===== src/rtl/next_pc_unit.sv =====
// next_pc_unit: program-counter sequencer with RUN/PAUSE/HALT control and
// statistics counters. The next pc is chosen from JR, J/JAL, taken branch or
// pc+4, and a syscall either pauses (resume on go) or halts (exit on rst).
// go is a level input: it is only looked at while in PAUSE, and leaving PAUSE
// on the same edge means a held-high go resumes exactly once per pause.
module next_pc_unit #(
    parameter logic [31:0] RESET_PC  = 32'h0000_0000,
    parameter logic [31:0] HALT_CODE = 32'd10
) (
    input  logic        clk,
    input  logic        rst,
    input  logic        Beq,
    input  logic        Bne,
    input  logic        JR,
    input  logic        JMP,
    input  logic        JAL,
    input  logic        SysCall,
    input  logic        equal,
    input  logic [15:0] imm16,
    input  logic [25:0] target26,
    input  logic [31:0] rs_data,
    input  logic [31:0] v0,
    input  logic        go,
    output logic [31:0] pc,
    output logic [31:0] pc_plus4,
    output logic [1:0]  state,
    output logic [31:0] cycle_count,
    output logic [31:0] jump_count,
    output logic [31:0] branch_count,
    output logic [31:0] taken_count
);

    typedef enum logic [1:0] {
        ST_RUN   = 2'b00,
        ST_PAUSE = 2'b01,
        ST_HALT  = 2'b10,
        ST_BAD   = 2'b11
    } state_t;

    state_t      state_q;
    logic        is_jump;
    logic        is_branch;
    logic        taken;
    logic [31:0] jr_target;
    logic [31:0] jump_target;
    logic [31:0] branch_target;
    logic [31:0] next_pc;

    assign state    = state_q;
    assign pc_plus4 = pc + 32'd4;

    // Target arithmetic and next-pc priority select for the instruction at pc.
    always_comb begin
        is_jump       = JR | JMP | JAL;
        is_branch     = Beq | Bne;
        taken         = (Beq & equal) | (Bne & ~equal);
        jr_target     = {rs_data[31:2], 2'b00};
        jump_target   = {pc_plus4[31:28], target26, 2'b00};
        branch_target = pc_plus4 + {{14{imm16[15]}}, imm16, 2'b00};
        next_pc       = pc_plus4;
        if (JR) begin
            next_pc = jr_target;
        end else if (JMP | JAL) begin
            next_pc = jump_target;
        end else if (taken) begin
            next_pc = branch_target;
        end
    end

    // Control FSM, pc register and statistics counters; reset wins everywhere.
    always_ff @(posedge clk) begin
        if (rst) begin
            state_q      <= ST_RUN;
            pc           <= RESET_PC;
            cycle_count  <= 32'd0;
            jump_count   <= 32'd0;
            branch_count <= 32'd0;
            taken_count  <= 32'd0;
        end else begin
            case (state_q)
                ST_RUN: begin
                    cycle_count <= cycle_count + 32'd1;
                    if (SysCall) begin
                        // pc holds on the syscall; the code in v0 picks the stop kind.
                        state_q <= (v0 == HALT_CODE) ? ST_HALT : ST_PAUSE;
                    end else begin
                        pc <= next_pc;
                        if (is_jump)   jump_count   <= jump_count + 32'd1;
                        if (is_branch) branch_count <= branch_count + 32'd1;
                        if (taken)     taken_count  <= taken_count + 32'd1;
                    end
                end
                ST_PAUSE: begin
                    if (go) begin
                        pc      <= pc_plus4;
                        state_q <= ST_RUN;
                    end
                end
                ST_HALT: begin
                    state_q <= ST_HALT;
                end
                default: begin
                    // Unreachable encoding: recover to RUN without touching pc.
                    state_q <= ST_RUN;
                end
            endcase
        end
    end

endmodule


===== config.mk =====
export PLATFORM = sky130hd
export DESIGN_NAME = next_pc_unit
export DESIGN_NICKNAME = d
export VERILOG_FILES = /design/src/rtl/next_pc_unit.sv
export SDC_FILE = /design/constraint.sdc
export NUM_CORES = 1
export LEC_CHECK = 0
export ABC_AREA = 1
export CORE_MARGIN = 3
export CORE_UTILIZATION = 50
export DETAILED_ROUTE_END_ITERATION = 16
export PLACE_DENSITY = 0.93
export SLEW_MARGIN = 20
export SYNTH_ARGS = -nofsm -noshare
export SYNTH_HDL_FRONTEND = slang
export SYNTH_SLANG_ARGS = --single-unit
export TNS_END_PERCENT = 20

===== constraint.sdc =====
create_clock -name clk -period 4.2 [get_ports clk]
set_input_delay 0.63 -clock clk [delete_from_list [all_inputs] [get_ports clk]]
set_output_delay 0.63 -clock clk [all_outputs]
set_load 0.05 [all_outputs]

==> Word level (Yosys, flattened, before mapping) <==
Cells that the tools add are included.
{ "totals": {"ff_bits": 162, "latch_bits": 0, "mem_bits_rw": 0, "rom_bits": 0, "inputBits": 116, "output_inout_bits": 194, "elab_cells": 44, "n_memories": 0} }
{ "op_classes": {"n_addsub": 6, "n_mul": 0, "n_div": 0, "magnitude_cmp": 0, "eq_ne": 6, "shifts": 0, "n_mux": 10, "bitwise_logic": 9, "reduce_logical": 7} }
{ "ops": {"columns": ["cell", "n"], "rows": [
  ["$mux 32", 5],
  ["$add 32x1->32 const B", 4],
  ["$pmux 32 s2", 1],
  ["$add 32x3->32 const B", 1],
  ["$add 32x32->32", 1],
  ["$eq 32x4->1 const B", 1],
  ["$reduce_and 3->1", 4],
  ["$mux 2", 3],
  ["$ne 2x2->1 const B", 3],
  ["$pmux 2 s3", 1],
  ["$or 1x1->1", 5],
  ["$and 1x1->1", 2],
  ["$eq 2x1->1 const B", 1],
  ["$eq 2x2->1 const B", 1],
  ["$logic_not 2->1", 1],
  ["$not 1->1", 2],
  ["$reduce_and 2->1", 1],
  ["$reduce_bool 2->1", 1]
]} }

==> Logic depth before layout (Yosys ltp) <==
{ "depth": {"ltp_word": 8, "mapped_depth": 27, "mapped_depth_nobuf": 27} }

==> Worst setup path after synthesis <==
No wires, ideal clock.
{ "synth_timing": {"path_kind": "register to register", "from": "register pc[2]", "to": "register pc[29]", "setup_time_ps": 132, "t_arrival_ps": 3980, "required_time_ps": 4068, "slack_ps": 88, "stages_incl_launch_ff": 23, "path_buffers": 0, "synth_period_minus_slack_ps": 4112, "path_cell_list": "dfxtp_1 -> ha_1 -> nand3_2 -> inv_1 -> nand3_1 -> nor2_1 -> nand3_1 -> xor2_1 -> ha_1 -> nand2_1 -> nand2_1 -> nand2_1 -> nand3_1 -> a21oi_1 -> nor2_1 -> nor2_1 -> nand2_1 -> nand2_1 -> nand3_1 -> nand2_1 -> nand2_1 -> nand2_1 -> a21oi_1"} }
{ "synth_between": {"elab_chain_cells": 7, "elab_cells_between_ends": 8, "classes_between": "add/sub (2); mux (6)"} }
{ "synth_lines": {"columns": ["element", "line", "text"], "rows": [
  ["start, declared", "24", "output logic [31:0] pc,"],
  ["start signal, assigned", "87", "pc <= next_pc;"],
  ["start signal, assigned", "95", "pc <= pc_plus4;"],
  ["$add 32x3->32", "50", "assign pc_plus4 = pc + 32'd4;"],
  ["via pc_plus4[18]", "25", "output logic [31:0] pc_plus4,"],
  ["$add 32x32->32", "59", "branch_target = pc_plus4 + {{14{imm16[15]}}, imm16, 2'b00};"],
  ["$mux 32", "65", "end else if (taken) begin"],
  ["$mux 32", "63", "end else if (JMP | JAL) begin"],
  ["$mux 32", "61", "if (JR) begin"],
  ["$mux 32", "83", "if (SysCall) begin"],
  ["$pmux 32 s2", "80", "case (state_q)"]
]} }
The timed path passes the listed nets, and every way through them passes these cells. The select of a mux whose other input is x is not followed.
A chain may end at the register's enable or synchronous reset.

==> Worst setup path in the final report <==
{ "layout_timing": {"from": "register pc[3]", "to": "output pc_plus4[18]"} }
{ "layout_between": {"elab_chain_cells": 1} }
{ "layout_lines": {"columns": ["element", "line"], "rows": [
  ["$add 32x3->32", "50"],
  ["end, declared", "25"]
]} }
Every way passes these cells.

==> metrics.txt <==
Cell Pwr Density=285 nW/µm²; Final Cycle Share=96.3%; die area=25600 µm²; Mean Syn Cell Area=6.09 µm²; Final Hold Viols=0; I/O pins=310; crit path time final=4040 ps; Post-Place Cell Area=15200 µm²; fin area=15900 µm²; Synth Register Bits=160; outcome=complete, no violations; Worst VDD drop=267 µV; Top cell by count, worst path=nand3_1; initial antenna violation count=0; H-tree Lvls=4; Setup-failing EPs final=0; DRT Pass-1 Iters=6; clock tree sinks=160; asr flop ratio synth=0%; fmax=247 MHz; synth-to-layout area growth=33.7%; setup bufs post-CTS=0; Hold-fix buffers, CTS=0; share of the synthesized area in the top cell type=27.0%; placed cells=2539; max cap viols=0; Port Buffer Count=303; Crit Path Max Fanout=4; DRC=0; CP Class=flip-flop to primary output; Static Leak=6.50 nW; WL final=44000 µm; clock skew=12.4 ps; number of global-route vias before repair=13543; CP endpoint kind=primary output; die span in x=160 µm; CP required=3570 ps; CP arrival=3410 ps; Worst-Skew Late Latency=430 ps; Slew headroom=32.3%; GRT Total Usage=33.2%; synthesized area=11900 µm²; Antenna Nets Post-Route=0; crit-path cells=ha_1, nand3_2, inv_1, nand3_1, nor2_1, nand3_1, xor2_1, buf_4, clkdlybuf4s50_1; vias=14188; Synth warnings=0; largest net degree at the start of global routing=81; DP Wirelength=34200 µm; first-iteration detailed-routing DRC count=1312; # diodes=0; CP Launch Type=flip-flop; synth cell count leaders=nand2_1, inv_1, nor2_1, a21oi_1, dfxtp_1; share of layout cells above drive strength 1=5.23%; Worst Hold Class=flip-flop to flip-flop; Post-synth EDFFs=0; final slew viol count=0; Die Y=160 µm; post-DR vias/cell=5.52; total grt overflow=0; Cells after Synth=1946; GPL Wtd Cong=1.03; Total Power=4.52 mW; Synth cell types=57; root buffer cell=clkbuf_16; unrepaired setup endpoints after global routing=yes; post-route insts no fill=2571; post-route setup TNS=0 ps; Most used DFF post-synth=dfxtp_1; Layout Nets=2402; register area share after synthesis=27.0%; final core utilization=69.0%; post-synth top area cell=dfxtp_1; Clock Tree Buf Depth=2; Slew @ Worst Pin=1010 ps; CTS tree=built; Critical-path top delay cell=clkdlybuf4s50_1; Initial Util=51.6%; max incr delay on CP=800 ps; Area contributors post-synth=dfxtp_1, nand2_1, inv_1; Avg WL per Cell=17.1 µm; first-pass GRT wire length=69900 µm; total CTS buffers=17; clock-pin slew on the worst setup and hold paths=70 ps; most instantiated library cell after synthesis=nand2_1; Core Footprint=23000 µm²; site row count=55
-- power breakdown --
group,switching (mW),internal (mW)
Combinational,0.858,0.448
Clock,0.781,0.813
Sequential,0.0656,1.55
Total,1.71,2.81
-- logic make-up after synthesis --
logic type	after synthesis	synth area share [%]
xor+xnor	59	4.42
simple gates	1043	39.4
buf+inv	331	10.7
compound gates	311	14.0
flops	160	27.0
fa+ha+maj	41	4.39
other cells	1	0.0316
-- layer usage --
| metal | vias to the layer above | track usage [%] | wire (µm) | part of all wire (%) |
|---|---|---|---|---|
| met5 | - | 0 | 0 | 0 |
| li1 | 6875 | - | - | - |
| met4 | 0 | 15.1 | 2090 | 4.8 |
| met1 | 6475 | 40.9 | 17500 | 40 |
| met2 | 711 | 55.5 | 20300 | 46 |
| met3 | 127 | 7.16 | 4100 | 9.3 |
-- cells in the final DEF (no fill, tap or decap), types with 7 or more instances in the layout --
cell / count
a21oi_1: 162
nand3_1: 109
xnor2_1: 20
buf_4: 17
dfxtp_1: 160
nor3_2: 7
clkbuf_16: 17
nand2_1: 535
o21ai_0: 107
inv_1: 282
nand3b_1: 7
clkinv_8: 7
nor2_1: 207
clkdlybuf4s50_1: 302
o21a_1: 10
nor4_1: 20
nand4_1: 33
nor2_4: 10
nor3_1: 58
xor2_1: 38
or2_2: 13
ha_1: 40
-- registers in the layout, summed over array words and instances, names as in the netlist --
register      count
taken_count      32
pc               30
jump_count       32
branch_count     32
state             2
cycle_count      32
-- through the flow --
| step | setup WS (ps) | hold WS, ps |
|---|---|---|
| after floorplan | 88.0 | 679 |
| after global placement | 523 | 455 |
| after detailed placement | 433 | 465 |
| after CTS | 197 | 476 |
| after global routing | -30.8 | 517 |
| final | 157 | 474 |
-- what timing repair did --
item                                    in CTS  in global routing
hold endpoints to repair                     0                  0
endpoints found under the setup margin       0                  2
resized for setup                            0                  1
-- worst max-delay path: cells and delay by family, from the launching register on --
family | cells | cell delay (ps)
flip-flops | 1 | 380
adder cells (fa/ha/maj) | 1 | 220
buffers and inverters | 3 | 1110
AND/OR/NAND/NOR | 4 | 930
XOR/XNOR | 1 | 330
-- layout make-up --
cell class | instances | area (µm²)
multi-input cells | 1458 | 7400
fillers | 2035 | 7130
clock buffers | 17 | 425
clock inverters | 15 | 194
flip-flops and latches | 160 | 3200
inverters | 288 | 1090
repair buffers | 320 | 3160
well taps | 313 | 392
-- path summary, 6_finish.rpt --
| path | from | slack [ps] | cells past startpoint | end |
|---|---|---|---|---|
| worst max-delay path | pc[3] | 160 | 9 | pc_plus4[18] |
| worst min-delay path | taken_count[31] | 470 | 2 | taken_count[31] |
| worst max register to register | pc[3] | 350 | 20 | pc[29] |
| worst min register to register | taken_count[31] | 470 | 2 | taken_count[31] |
(Power assumes the default switching activity.)
